File: config.mk
export PLATFORM = sky130hd
export DESIGN_NAME = ssd_scan_driver
export DESIGN_NICKNAME = d
export VERILOG_FILES = /design/src/rtl/ssd_scan_driver.sv
export SDC_FILE = /design/constraint.sdc
export NUM_CORES = 1
export LEC_CHECK = 0
export CAP_MARGIN = 20
export CORE_MARGIN = 4
export CORE_UTILIZATION = 50
export DETAILED_ROUTE_END_ITERATION = 6
export GPL_TIMING_DRIVEN = 0
export PLACE_DENSITY = 0.7
export SYNTH_ARGS = -nofsm -noshare
export SYNTH_HDL_FRONTEND = slang
export SYNTH_SLANG_ARGS = --single-unit
export TNS_END_PERCENT = 20
File: constraint.sdc
create_clock -name clk -period 4.75 [get_ports clk]
set_input_delay 0.475 -clock clk [delete_from_list [all_inputs] [get_ports clk]]
set_output_delay 0.475 -clock clk [all_outputs]
set_load 0.005 [all_outputs]
File: src/rtl/ssd_scan_driver.sv
// rtl/ssd_scan_driver.sv - binary-to-BCD seven-segment scan driver with multiplexed anodes
// Optional leading-zero blanking is enabled by defining SSD_LZ_BLANK_EN.
module ssd_scan_driver #(
    parameter int DIGITS      = 4,
    parameter int DATA_W      = 14,
    parameter int REFRESH_DIV = 100000
) (
    input  logic              clk,
    input  logic              rst,
    input  logic              load,
    input  logic [DATA_W-1:0] value,
    output logic              busy,
    output logic [DIGITS-1:0] anode,
    output logic [6:0]        seg_out
);

    localparam int BCD_W = DIGITS * 4;
    localparam int CNT_W = $clog2(DATA_W + 1);
    localparam int REF_W = (REFRESH_DIV > 1) ? $clog2(REFRESH_DIV) : 1;
    localparam int IDX_W = (DIGITS > 1) ? $clog2(DIGITS) : 1;

    localparam logic [REF_W-1:0] REF_LAST = REF_W'(REFRESH_DIV - 1);
    localparam logic [IDX_W-1:0] IDX_LAST = IDX_W'(DIGITS - 1);
    localparam logic [6:0]       SEG_BLANK = 7'b1111111;
    localparam logic [6:0]       SEG_DASH  = 7'b0111111;

    function automatic logic [63:0] max_disp(input int n);
        logic [63:0] p;
        p = 64'd1;
        for (int k = 0; k < n; k++) begin
            p = p * 64'd10;
        end
        return p - 64'd1;
    endfunction

    localparam logic [63:0] MAX_VAL = max_disp(DIGITS);

    function automatic logic [6:0] decode(input logic [3:0] nib);
        case (nib)
            4'd0:    decode = 7'b1000000;
            4'd1:    decode = 7'b1111001;
            4'd2:    decode = 7'b0100100;
            4'd3:    decode = 7'b0110000;
            4'd4:    decode = 7'b0011001;
            4'd5:    decode = 7'b0010010;
            4'd6:    decode = 7'b0000010;
            4'd7:    decode = 7'b1111000;
            4'd8:    decode = 7'b0000000;
            4'd9:    decode = 7'b0010000;
            default: decode = SEG_BLANK;
        endcase
    endfunction

    typedef enum logic {
        IDLE,
        SHIFT
    } state_t;

    state_t             state;
    logic [DATA_W-1:0]  bin;
    logic [BCD_W-1:0]   bcd;
    logic [BCD_W-1:0]   bcd_adj;
    logic [CNT_W-1:0]   bit_cnt;
    logic               ovf;
    logic [BCD_W-1:0]   disp;
    logic               disp_ovf;

    logic [REF_W-1:0]   ref_cnt;
    logic [IDX_W-1:0]   digit_idx;
    logic [DIGITS-1:0]  blank;
    logic [DIGITS-1:0]  anode_nxt;
    logic [6:0]         seg_nxt;
    logic [3:0]         cur_nib;
    logic               cur_blank;

    // Double-dabble correction: nibbles of 5 or more get +3 before the shift.
    always_comb begin
        bcd_adj = bcd;
        for (int i = 0; i < DIGITS; i++) begin
            if (bcd[i*4 +: 4] >= 4'd5) begin
                bcd_adj[i*4 +: 4] = bcd[i*4 +: 4] + 4'd3;
            end
        end
    end

    always_ff @(posedge clk) begin
        if (!rst) begin
            state    <= IDLE;
            busy     <= 1'b0;
            bin      <= '0;
            bcd      <= '0;
            bit_cnt  <= '0;
            ovf      <= 1'b0;
            disp     <= '0;
            disp_ovf <= 1'b0;
        end else begin
            case (state)
                IDLE: begin
                    if (load) begin
                        bin     <= value;
                        bcd     <= '0;
                        bit_cnt <= CNT_W'(DATA_W);
                        ovf     <= (64'(value) > MAX_VAL);
                        busy    <= 1'b1;
                        state   <= SHIFT;
                    end
                end
                SHIFT: begin
                    if (bit_cnt != '0) begin
                        bcd     <= {bcd_adj[BCD_W-2:0], bin[DATA_W-1]};
                        bin     <= bin << 1;
                        bit_cnt <= bit_cnt - CNT_W'(1);
                    end else begin
                        // All digits commit together so the scan never shows a half-converted value.
                        disp     <= bcd;
                        disp_ovf <= ovf;
                        busy     <= 1'b0;
                        state    <= IDLE;
                    end
                end
                default: begin
                    state <= IDLE;
                    busy  <= 1'b0;
                end
            endcase
        end
    end

    always_comb begin
        blank = '0;
`ifdef SSD_LZ_BLANK_EN
        begin
            logic upper_zero;
            upper_zero = 1'b1;
            for (int i = DIGITS - 1; i > 0; i--) begin
                upper_zero = upper_zero & (disp[i*4 +: 4] == 4'd0);
                blank[i]   = upper_zero;
            end
        end
`endif
    end

    always_comb begin
        cur_nib   = 4'd0;
        cur_blank = 1'b0;
        anode_nxt = '1;
        for (int i = 0; i < DIGITS; i++) begin
            if (IDX_W'(i) == digit_idx) begin
                cur_nib      = disp[i*4 +: 4];
                cur_blank    = blank[i];
                anode_nxt[i] = 1'b0;
            end
        end
        if (disp_ovf) begin
            seg_nxt = SEG_DASH;
        end else if (cur_blank) begin
            seg_nxt = SEG_BLANK;
        end else begin
            seg_nxt = decode(cur_nib);
        end
    end

    always_ff @(posedge clk) begin
        if (!rst) begin
            ref_cnt   <= '0;
            digit_idx <= '0;
            anode     <= '1;
            seg_out   <= SEG_BLANK;
        end else begin
            if (ref_cnt == REF_LAST) begin
                ref_cnt   <= '0;
                digit_idx <= (digit_idx == IDX_LAST) ? '0 : digit_idx + IDX_W'(1);
            end else begin
                ref_cnt <= ref_cnt + REF_W'(1);
            end
            anode   <= anode_nxt;
            seg_out <= seg_nxt;
        end
    end

endmodule

# Word-level counts from Yosys, hierarchy flattened
# Memory sizes are Yosys's and may differ from the RTL's.
# Index checks and enable logic that the tools add are counted.
[classes]
n_addsub = 7
order_cmp = 5
n_eq_ne = 8
mux = 29
bitwise_logic = 3
reduce_logical = 8
[op_table]
columns = ["operator", "n"]
rows = [
  ["$mux W4", 9],
  ["$mux W16", 2],
  ["$pmux W16 S2", 1],
  ["$mux W14", 2],
  ["$pmux W14 S2", 1],
  ["$add A17 B1 Y17 const B", 1],
  ["$eq A17 B17 Y1 const B", 1],
  ["$ge A4 B3 Y1 const B", 4],
  ["$gt A14 B14 Y1 const B", 1],
  ["$add A4 B2 Y4 const B", 3],
  ["$mux W1", 8],
  ["$pmux W4 S2", 1],
  ["$reduce_and A2 Y1", 4],
  ["$mux W7", 1],
  ["$eq A2 B2 Y1 const A", 2],
  ["$ne A2 B2 Y1 const B", 2],
  ["$pmux W1 S2", 2],
  ["$reduce_bool A4 Y1", 1],
  ["$reduce_or A2 Y1", 2],
  ["$sub A4 B1 Y4 const B", 1],
  ["$add A3 B2 Y3 const B", 1],
  ["$mux W3", 1],
  ["$not A1 Y1", 3],
  ["$add A2 B1 Y2 const B", 1],
  ["other kinds (5)", 5],
]
[word_totals]
register_bits = 84
romBits = 112
elab_cells = 74
n_memories = 1
[memory_table]
columns = ["memory", "depth", "word_bits", "rd", "rd_ports_with_merged_regs", "write_ports", "line_no", "text"]
rows = [
  ["(name not given)", 16, 7, 1, 0, 0, "39", "case (nib)"],
]

# Depth between registers and ports, before layout
# Gate-level depths: netlist of the first run.
# An unclocked memory read counts as a cell.
[depth]
depth_word = 7
depth_mapped = 11

# Least setup slack after synthesis of the first run
# OpenSTA, ideal clock, no wires.
[synth_timing]
path_type = "reg-to-reg"
startpoint = "register digit_idx[1]"
endpoint = "register seg_out[4]"
setup_ns = 0.078
arrival_time_ns = 1.990
required_time_ns = 4.672
setup_slack_ns = 2.682
path_stages_with_launch = 10
n_path_buf = 1
synth_period_minus_slack_ns = 2.068
cell_sequence = "dfxtp_1 -> inv_1 -> ha_1 -> buf_6 -> nand3b_4 -> a221oi_2 -> inv_1 -> ha_1 -> mux2_2 -> a32oi_1"
[synth_between]
elab_chain_cells = 6
[synth_lines]
columns = ["item", "line_no", "text"]
rows = [
  ["start, declared", "69", "logic [IDX_W-1:0] digit_idx;"],
  ["start signal, assigned", "172", "digit_idx <= (digit_idx == IDX_LAST) ? '0 : digit_idx + IDX_W'(1);"],
  ["$logic_not A2 Y1", "148", "if (IDX_W'(i) == digit_idx) begin"],
  ["$mux W4 (3 in series)", "148", ""],
  ["$mux W4 *", "148", ""],
  ["$mem_v2 Z16 W7 *", "n/a", ""],
  ["end signal, assigned", "177", "seg_out <= seg_nxt;"],
  ["end, declared", "14", "output logic [6:0] seg_out"],
]
# Every way passes the cells marked *; elsewhere a longest branch is shown, timed or not.
# A chain may end at the register's enable or synchronous reset.

# Final worst setup path of the first run
[layout_timing]
startpoint = "register digit_idx[0]"
endpoint = "register seg_out[4]"
# The elaborated chain is that of the path after synthesis.

==> flow_metrics.env, run 1 <==
export IMPL_cts_tree="built"
export IMPL_grt_pass1_vias=3067
export IMPL_start_util_pct=51.8
export IMPL_crit_fanout=9
export IMPL_wire_per_inst_um=14.0
export IMPL_setup_tns_ps=0
export IMPL_final_common_cell="dfxtp_1"
export IMPL_min_from="bin[11]"
export IMPL_rsz0062_at_grt="no"
export IMPL_use_met1_pct=23.8
export IMPL_grt_busiest_layer="met2"
export IMPL_diodes=0
export IMPL_cts_max_level=3
export IMPL_ys_ff_latch=84
export IMPL_p_leak_nw=1.63
export IMPL_wl_mm=8.43
export IMPL_p_total_mw=1.37
export IMPL_cap_violations=0
export IMPL_gr_usage_met3_pct=4.79
export IMPL_clock_latency_ps=360
export IMPL_clockPowerShare_pct=36.1
export IMPL_clkSlewWorstSetupHoldPaths_ps=90
export IMPL_dieHeight_um=98.0
export IMPL_core_area_sq_um=7810
export IMPL_arrival_ps=2610
export IMPL_power_frac_comb_pct=9.9
export IMPL_dieArea_sq_um=9600
export IMPL_synth_edff_count=0
export IMPL_mostFrequentLayoutCells="dfxtp_1, nand2_1, a21boi_0, nor2_1, clkdlybuf4s50_1"
export IMPL_ys_seq_area_share_pct=41.5
export IMPL_min_to="bin[11]"
export IMPL_first_pass_iters=4
export IMPL_drive_above_1_share_pct=8.76
export IMPL_netlist_instances=459
export IMPL_drtAntennaViolNets=0
export IMPL_grt_pass1_wl_mm=14.4
export IMPL_r2r_setup_slack_ps=2430
export IMPL_intPower_mw=1.03
export IMPL_synth_cell_types=47
export IMPL_min_path_cells=2
export IMPL_seqPwrFrac_pct=54.0
export IMPL_via_per_inst=5.29
export IMPL_row_count=32
export IMPL_min_period_ps=2320
export IMPL_clk_path_buf_depth=2
export IMPL_die_w_um=98.0
export IMPL_relSlewSlack_pct=57.3
export IMPL_met2_usage_pct=29.5
export IMPL_drv_slew=0
export IMPL_r2r_end="seg_out[4]"
export IMPL_hp_class="flop to flop"
export IMPL_cts_hold_buffers=0
export IMPL_clock_sinks=84
export IMPL_avgSynthCellArea_sq_um=8.82
export IMPL_cts_setup_buffers=0
export IMPL_worstMarginPinSlew_ps=630
export IMPL_clock_skew_ps=15.3
export IMPL_drtIter0Drc=137
export IMPL_syn_area_sq_um=4050
export IMPL_hold_violations=0
export IMPL_cts_root_buf="clkbuf_8"
export IMPL_antenna_found_initial=0
export IMPL_yosys_warnings=0
export IMPL_period_share_pct=48.9
export IMPL_end_kind="flop"
export IMPL_setup_slack_ps=2430
export IMPL_whs_ps=465
export IMPL_clock_fmax_mhz=430
export IMPL_worst_r2r_cell_count=9
export IMPL_crit_type="flop to flop"
export IMPL_cts_buffers=9
export IMPL_grt_usage_pct=18.1
export IMPL_drc=0
export IMPL_grt_max_degree=14
export IMPL_switching_share_pct=24.9
export IMPL_port_buffers=27
export IMPL_routabilityCongestion=0.859
export IMPL_worst_ep_required_time_ps=5040
export IMPL_dr_total_vias=3198
export IMPL_dp_hpwl_mm=6.15
export IMPL_grt_ovfl_total=0
export IMPL_peakVddDrop_mv=0.184
export IMPL_switching_power_mw=0.340
export IMPL_ys_flop_type="dfxtp_1"
export IMPL_status="completed"
export IMPL_setup_violations=0
export IMPL_cts_resized_gates=0
export IMPL_p_per_area_nw_per_um2=295
export IMPL_ios=29
export IMPL_synth_async_sr_flop_share_pct=0
export IMPL_cp_start_kind="flop"
export IMPL_syn_nets=495
export IMPL_finalNetCount=533
export IMPL_pre_cts_ws_ps=2420
export IMPL_area_delta_synth_final_pct=14.4
export IMPL_r2r_start="digit_idx[0]"
## power groups by stage
stage | combinational, mW | sequential (mW) | clock [mW]
after floorplan | 0.0832 | 0.753 | 0
after global placement | 0.133 | 0.754 | 0
after detailed placement | 0.136 | 0.755 | 0
after CTS | 0.136 | 0.738 | 0.505
after global routing | 0.149 | 0.741 | 0.531
final | 0.135 | 0.738 | 0.493
## per-layer routing
layer | wire length (um) | share of wire [%] | vias to the layer above
li1 | - | - | 1648
met1 | 4080 | 48 | 1490
met2 | 3880 | 46 | 53
met3 | 393 | 4.7 | 7
met4 | 70 | 0.83 | 0
met5 | 0 | 0 | -
## area by class of cell
type | count | area [sq um]
Fill cell | 737 | 3180
Sequential cell | 84 | 1680
Inverter | 20 | 75.1
Timing Repair Buffer | 27 | 270
Clock inverter | 4 | 50.0
Tap cell | 102 | 128
Buffer | 27 | 143
Clock buffer | 12 | 135
Multi-Input combinational cell | 328 | 2150
## state kept, by name, indices dropped and copies added, names as in the netlist
name       cells
ref_cnt       17
busy           1
anode          4
state          1
bin           14
disp          16
bit_cnt        4
ovf            1
seg_out        7
disp_ovf       1
bcd           16
digit_idx      2
## metrics by stage
step                std cells  util (%)  cell area, sq um
floorplan                 459         -              4050
global placement          588      56.9              4450
detailed placement        588      56.9              4450
CTS                       604      59.3              4630
global route              604      59.3              4630
finish                    604      59.3              4630
## synth_stat cells, types with 12 or more instances
cell type	n	area, sq um
dfxtp_1	84	1680
nand3_1	21	105
o21ai_0	19	95.1
xnor2_1	13	114
ha_1	19	238
a22oi_1	12	90.1
a21boi_0	39	293
nor2b_1	12	75.1
nand2_1	63	236
inv_1	19	71.3
nor2_1	32	120
buf_2	12	60.1
## critical path, cell delays in order, from the launching register on
cell      delay, ps
dfxtp_1         420
inv_1            90
ha_1            190
buf_2           170
nor3b_1         160
a221oi_2        420
inv_1           160
ha_1            250
mux2_2          260
a32oi_1         140
## worst max path at each step
stage	from	endpoint	slack [ps]	cells past startpoint
after CTS	digit_idx[1]	seg_out[4]	2390	9
after global placement	digit_idx[1]	seg_out[4]	2490	9
after detailed placement	digit_idx[1]	seg_out[4]	2420	9
after floorplan	digit_idx[1]	seg_out[4]	2680	9
final	digit_idx[0]	seg_out[4]	2430	9
after global routing	digit_idx[0]	seg_out[4]	2200	9
## cells by family (layout without fill, tap and decap cells)
logic type / count (synthesis) / count (layout) / share of synthesized area [%]
simple gates: 176 / 176 / 21.7
mux: 8 / 8 / 2.10
fa+ha+maj: 19 / 19 / 5.87
xor+xnor: 24 / 24 / 5.19
compound gates: 101 / 101 / 18.2
buf+inv: 47 / 90 / 5.38
flops: 84 / 84 / 41.5
Power figures use the tool's default switching activity.
==> inputs of run 2 (changes only) <==
--- a/config.mk
+++ b/config.mk
@@ -10,7 +10,7 @@
 export CORE_UTILIZATION = 50
 export DETAILED_ROUTE_END_ITERATION = 6
 export GPL_TIMING_DRIVEN = 0
-export PLACE_DENSITY = 0.7
+export PLACE_DENSITY = 0.72
 export SYNTH_ARGS = -nofsm -noshare
 export SYNTH_HDL_FRONTEND = slang
 export SYNTH_SLANG_ARGS = --single-unit
==> constraint.sdc (replaced) <==
create_clock -name clk -period 1.9 [get_ports clk]
set_input_delay 0.19 -clock clk [delete_from_list [all_inputs] [get_ports clk]]
set_output_delay 0.19 -clock clk [all_outputs]
set_load 0.005 [all_outputs]
==> run 2 against run 1 <==
Against the previous run:
- the run now ends with setup timing left
- non-clock buffer count increased by 14
- critical endpoint unchanged
- largest cell class unchanged
- fmax rose by 20%
- sequential cell count unchanged
- register-to-register slack got worse by 2500 ps
- clock skew decreased by 6.6 ps
- largest power group unchanged
- die area stayed put
- sequential share of layout area decreased by 2.1 points
- clock power up 140%
- combinational power rose to 2.7 times the previous value
- total power grew 150%
==> flow_metrics.env, run 2 (synthesis gave the netlist of run 1 again) <==
export IMPL_crit_fanout=5
export IMPL_p_per_area_nw_per_um2=680
export IMPL_num_fill_cells=682
export IMPL_finalNetCount=547
export IMPL_setup_tns_ps=-94.8
export IMPL_arrival_ps=2210
export IMPL_clock_sinks=84
export IMPL_diodes=0
export IMPL_dieArea_sq_um=9600
export IMPL_dp_hpwl_mm=6.25
export IMPL_wl_mm=9.08
export IMPL_drc=0
export IMPL_via_per_inst=5.39
export IMPL_mostFrequentLayoutCells="dfxtp_1, nand2_1, a21boi_0, nor2_1, clkdlybuf4s50_1"
export IMPL_grt_usage_pct=19.5
export IMPL_fin_area_sq_um=4950
export IMPL_r2r_end="seg_out[4]"
export IMPL_hp_class="primary input to flop"
export IMPL_min_path_cells=2
export IMPL_place_area_sq_um=4470
export IMPL_clk_path_buf_depth=2
export IMPL_grt_pass1_vias=3200
export IMPL_grt_max_degree=16
export IMPL_period_share_pct=102
export IMPL_core_area_sq_um=7810
export IMPL_peakVddDrop_mv=0.324
export IMPL_regMostFlops="ref_cnt"
export IMPL_dieHeight_um=98.0
export IMPL_final_common_cell="dfxtp_1"
export IMPL_wire_per_inst_um=14.7
export IMPL_crit_type="flop to flop"
export IMPL_min_to="bit_cnt[1]"
export IMPL_p_total_mw=3.37
export IMPL_whs_ps=351
export IMPL_drtIter0Drc=149
export IMPL_grt_pass1_wl_mm=15.5
export IMPL_status="finished with violations"
export IMPL_rsz0062_at_grt="yes"
export IMPL_cts_buffers=9
export IMPL_relSlewSlack_pct=62.1
export IMPL_drtAntennaViolNets=0
export IMPL_fin_cells=618
export IMPL_cts_max_level=3
export IMPL_cts_root_buf="clkbuf_8"
export IMPL_crit_path_max_incr_delay_ps=380
export IMPL_violations="setup timing"
export IMPL_placedCellCount=588
export IMPL_worstMarginPinSlew_ps=569
export IMPL_start_util_pct=51.8
export IMPL_end_kind="flop"
export IMPL_largest_reg_flops=17
export IMPL_ios=29
export IMPL_row_count=32
export IMPL_dr_total_vias=3328
export IMPL_r2r_start="digit_idx[1]"
export IMPL_post_route_util_pct=63.5
export IMPL_worst_ep_required_time_ps=2170
export IMPL_slowest_stage="dfxtp_4"
export IMPL_clock_fmax_mhz=517
export IMPL_drive_above_1_share_pct=17.6
export IMPL_crit_chain="inv_4 -> ha_4 -> buf_6 -> nand3b_4 -> a221oi_4 -> inv_2 -> ha_2 -> mux2_2 -> a32oi_1"
export IMPL_worst_r2r_cell_count=9
export IMPL_port_buffers=27
export IMPL_p_leak_nw=1.74
export IMPL_first_pass_iters=5
export IMPL_cts_hold_buffers=0
export IMPL_clkSlewWorstSetupHoldPaths_ps=90
export IMPL_min_from="rst"
export IMPL_r2r_setup_slack_ps=-30
export IMPL_cap_violations=0
export IMPL_antenna_found_initial=0
export IMPL_top_regs="ref_cnt x17, bcd x16, disp x16"
export IMPL_clock_latency_ps=350
export IMPL_pre_cts_ws_ps=-268
export IMPL_setup_violations=6
export IMPL_grt_ovfl_total=0
export IMPL_die_w_um=98.0
export IMPL_cts_tree="built"
export IMPL_routabilityCongestion=0.874
export IMPL_cp_start_kind="flop"
export IMPL_clock_skew_ps=8.76
export IMPL_drv_slew=0
export IMPL_hold_violations=0
export IMPL_min_period_ps=1930
export IMPL_setup_slack_ps=-34.2
export IMPL_area_delta_synth_final_pct=22.4
[run 2: cell count changes in the layout (fill, tap and decap cells not counted), sizes merged]
cell,change
clkinv,+4
bufinv,-1
inv,+1
clkinvlp,-1
buf,+12
clkbuf,-1
[run 2: power by group]
| group | internal [mW] | switching [mW] |
|---|---|---|
| sequential | 1.81 | 0.0349 |
| combinational | 0.165 | 0.199 |
| clock | 0.482 | 0.680 |
| total | 2.46 | 0.914 |
[run 2: worst max path at each step]
stage / from / endpoint / slack [ps]
after global routing: digit_idx[1] / seg_out[4] / -150
after floorplan: digit_idx[1] / seg_out[4] / -30
final: digit_idx[1] / seg_out[4] / -30
after CTS: digit_idx[1] / seg_out[3] / 4
after global placement: digit_idx[1] / seg_out[4] / -190
after detailed placement: digit_idx[0] / seg_out[4] / -270
[run 2: repair_timing]
item / 4_1_cts / 5_1_grt
pin swaps: 8 / 6
resized for setup: 32 / 21
setup buffers: 11 / 3
setup endpoints to repair: 27 / 52
gates cloned: 1 / 0
[run 2: critical path: cells and delay by family, from the launching register on]
kind            cells  cell delay [ps]
compound gates      2              480
buf+inv             3              240
mux                 1              260
simple gates        1              160
flops               1              380
fa+ha+maj           2              340
[run 2: cell type report]
class                           count  area [sq um]  share of cell area, %
Buffer                             26           166                   3.36
Clock buffer                        9           124                   2.50
Clock inverter                      7          52.6                   1.06
Inverter                           20          77.6                   1.57
Multi-Input combinational cell    328          2320                   46.9
Sequential cell                    84          1690                   34.2
Tap cell                          102           128                   2.58
Timing Repair Buffer               42           390                   7.88
[run 2: routing by layer]
metal	vias to the layer above	part of all wire (%)	GRT usage, %
met3	14	4.2	3.14
met2	61	46	30.9
met4	0	1.5	5.96
met1	1583	48	27.4
met5	-	0	0
li1	1670	-	-
==> inputs of run 3 (changes only) <==
--- a/config.mk
+++ b/config.mk
@@ -7,11 +7,10 @@
 export LEC_CHECK = 0
 export CAP_MARGIN = 20
 export CORE_MARGIN = 4
-export CORE_UTILIZATION = 50
+export CORE_UTILIZATION = 35
 export DETAILED_ROUTE_END_ITERATION = 6
 export GPL_TIMING_DRIVEN = 0
-export PLACE_DENSITY = 0.72
 export SYNTH_ARGS = -nofsm -noshare
 export SYNTH_HDL_FRONTEND = slang
 export SYNTH_SLANG_ARGS = --single-unit
-export TNS_END_PERCENT = 20
+export TNS_END_PERCENT = 30
==> run 3 against run 2 <==
Against the previous run:
- the run still ends with setup timing left
- critical path depth down 1
- global-route usage down 4.9 points
- sequential share of layout area down 1.7 points
- sequential cell count unchanged
- clock skew down 5.2 ps
- fmax down 1.3%
- clock power up 71%
- highest routed layer unchanged
==> flow_metrics.env, run 3 (synthesis gave the netlist of run 1 again) <==
export IMPL_status="finished with violations"
export IMPL_violations="setup timing"
export IMPL_largest_reg_flops=17
export IMPL_area_delta_synth_final_pct=28.9
export IMPL_via_per_inst=4.98
export IMPL_cts_max_level=3
export IMPL_dieHeight_um=116
export IMPL_setup_slack_ps=-60.6
export IMPL_min_to="bit_cnt[1]"
export IMPL_dieArea_sq_um=13300
export IMPL_wl_mm=9.29
export IMPL_pre_cts_ws_ps=-224
export IMPL_worst_r2r_cell_count=8
export IMPL_clk_path_buf_depth=2
export IMPL_cts_root_buf="clkbuf_16"
export IMPL_relSlewSlack_pct=56.3
export IMPL_start_util_pct=35.6
export IMPL_dr_total_vias=3302
export IMPL_fin_cells=663
export IMPL_ios=29
export IMPL_arrival_ps=2220
export IMPL_r2r_start="digit_idx[0]"
export IMPL_clock_fmax_mhz=510
export IMPL_core_area_sq_um=11400
export IMPL_rsz0062_at_grt="yes"
export IMPL_diodes=0
export IMPL_clock_skew_ps=3.52
export IMPL_grt_usage_pct=14.7
export IMPL_drtAntennaViolNets=0
export IMPL_switching_share_pct=21.8
export IMPL_switching_power_mw=0.913
export IMPL_die_w_um=116
export IMPL_routabilityCongestion=0.780
export IMPL_row_count=39
export IMPL_drv_slew=0
export IMPL_worstMarginPinSlew_ps=656
export IMPL_p_per_area_nw_per_um2=804
export IMPL_cap_violations=0
export IMPL_clock_sinks=84
export IMPL_drive_above_1_share_pct=19.0
export IMPL_min_path_cells=2
export IMPL_antenna_found_initial=0
export IMPL_cts_tree="built"
export IMPL_hold_violations=0
export IMPL_r2r_setup_slack_ps=-60
export IMPL_cp_start_kind="flop"
export IMPL_crit_fanout=8
export IMPL_dp_hpwl_mm=6.39
export IMPL_setup_violations=5
export IMPL_placedCellCount=629
export IMPL_top_regs="ref_cnt x17, bcd x16, disp x16"
export IMPL_port_buffers=27
export IMPL_hp_class="primary input to flop"
export IMPL_finalNetCount=552
export IMPL_grt_pass1_wl_mm=15.5
export IMPL_mostFrequentLayoutCells="dfxtp_1, nand2_1, a21boi_0, nor2_1, clkdlybuf4s50_1"
export IMPL_clockPowerShare_pct=47.3
export IMPL_worst_ep_required_time_ps=2150
export IMPL_wire_per_inst_um=14.0
export IMPL_power_frac_comb_pct=8.5
export IMPL_r2r_end="seg_out[4]"
export IMPL_min_from="rst"
export IMPL_drtIter0Drc=172
export IMPL_p_leak_nw=1.85
export IMPL_grt_ovfl_total=0
export IMPL_cts_buffers=9
export IMPL_grt_pass1_vias=3230
export IMPL_cts_hold_buffers=0
export IMPL_clkSlewWorstSetupHoldPaths_ps=60
export IMPL_crit_type="flop to flop"
export IMPL_final_common_cell="dfxtp_1"
export IMPL_regMostFlops="ref_cnt"
export IMPL_min_period_ps=1960
export IMPL_first_pass_iters=4
export IMPL_period_share_pct=103
export IMPL_end_kind="flop"
export IMPL_peakVddDrop_mv=0.476
export IMPL_seqPwrFrac_pct=44.2
export IMPL_drc=0
export IMPL_grt_max_degree=14
export IMPL_clock_latency_ps=330
export IMPL_intPower_mw=3.28
## run 3: cell count changes in the layout (fill, tap and decap cells not counted), sizes merged
cell,change
buf,+6
bufinv,+3
clkinv,-3
inv,-2
## run 3: stage by stage
step                util, %  total power [mW]  hold slack [ps]  area [sq um]  setup TNS (ps)
global route           45.9              4.34              437          5220            -803
floorplan                 -              2.09              335          4070           -28.7
CTS                    44.9              4.21              409          5100           -82.9
detailed placement     39.7              2.23              458          4520           -1190
finish                 45.9              4.19              383          5220            -144
global placement       39.7              2.22              450          4520            -939
## run 3: timing repair
item,4_1_cts,5_1_grt
endpoints found under the setup margin,27,52
pin swaps,9,6
resized for setup,27,31
setup buffers,17,5
## run 3: worst max-delay path by stage
stage / to / start / slack [ps] / cells past startpoint
after global placement: seg_out[4] / digit_idx[0] / -180 / 9
after CTS: seg_out[3] / digit_idx[1] / -30 / 11
after detailed placement: seg_out[4] / digit_idx[0] / -220 / 9
final: seg_out[4] / digit_idx[0] / -60 / 8
after floorplan: seg_out[4] / digit_idx[1] / -30 / 9
after global routing: seg_out[4] / digit_idx[0] / -170 / 8
## run 3: layer usage
layer	track usage (%)	vias up	wire (um)
met4	5.48	0	154
met2	24.0	51	4350
met3	2.40	13	330
li1	-	1683	-
met1	19.5	1555	4460
met5	0	-	0
## run 3: layout make-up
class / count / area, sq um
Fill cell: 1102 / 6150
Clock inverter: 5 / 100
Buffer: 24 / 149
Inverter: 20 / 78.8
Multi-Input combinational cell: 328 / 2340
Clock buffer: 10 / 239
Tap cell: 143 / 179
Sequential cell: 84 / 1690
Timing Repair Buffer: 49 / 439
## run 3: power groups by stage
| stage | registers [mW] | clock network [mW] | logic [mW] |
|---|---|---|---|
| CTS | 1.85 | 2.02 | 0.347 |
| floorplan | 1.88 | 0 | 0.208 |
| global placement | 1.89 | 0 | 0.339 |
| global route | 1.86 | 2.09 | 0.400 |
| detailed placement | 1.89 | 0 | 0.343 |
| finish | 1.85 | 1.98 | 0.358 |
## run 3: worst max-delay path, cell delays in order (launching register included)
cell and delay [ps]:
dfxtp_4 410, clkinvlp_4 140, ha_4 210, nor3b_4 160
a221oi_4 270, inv_2 110, ha_4 170, mux2_2 260
a32oi_1 150
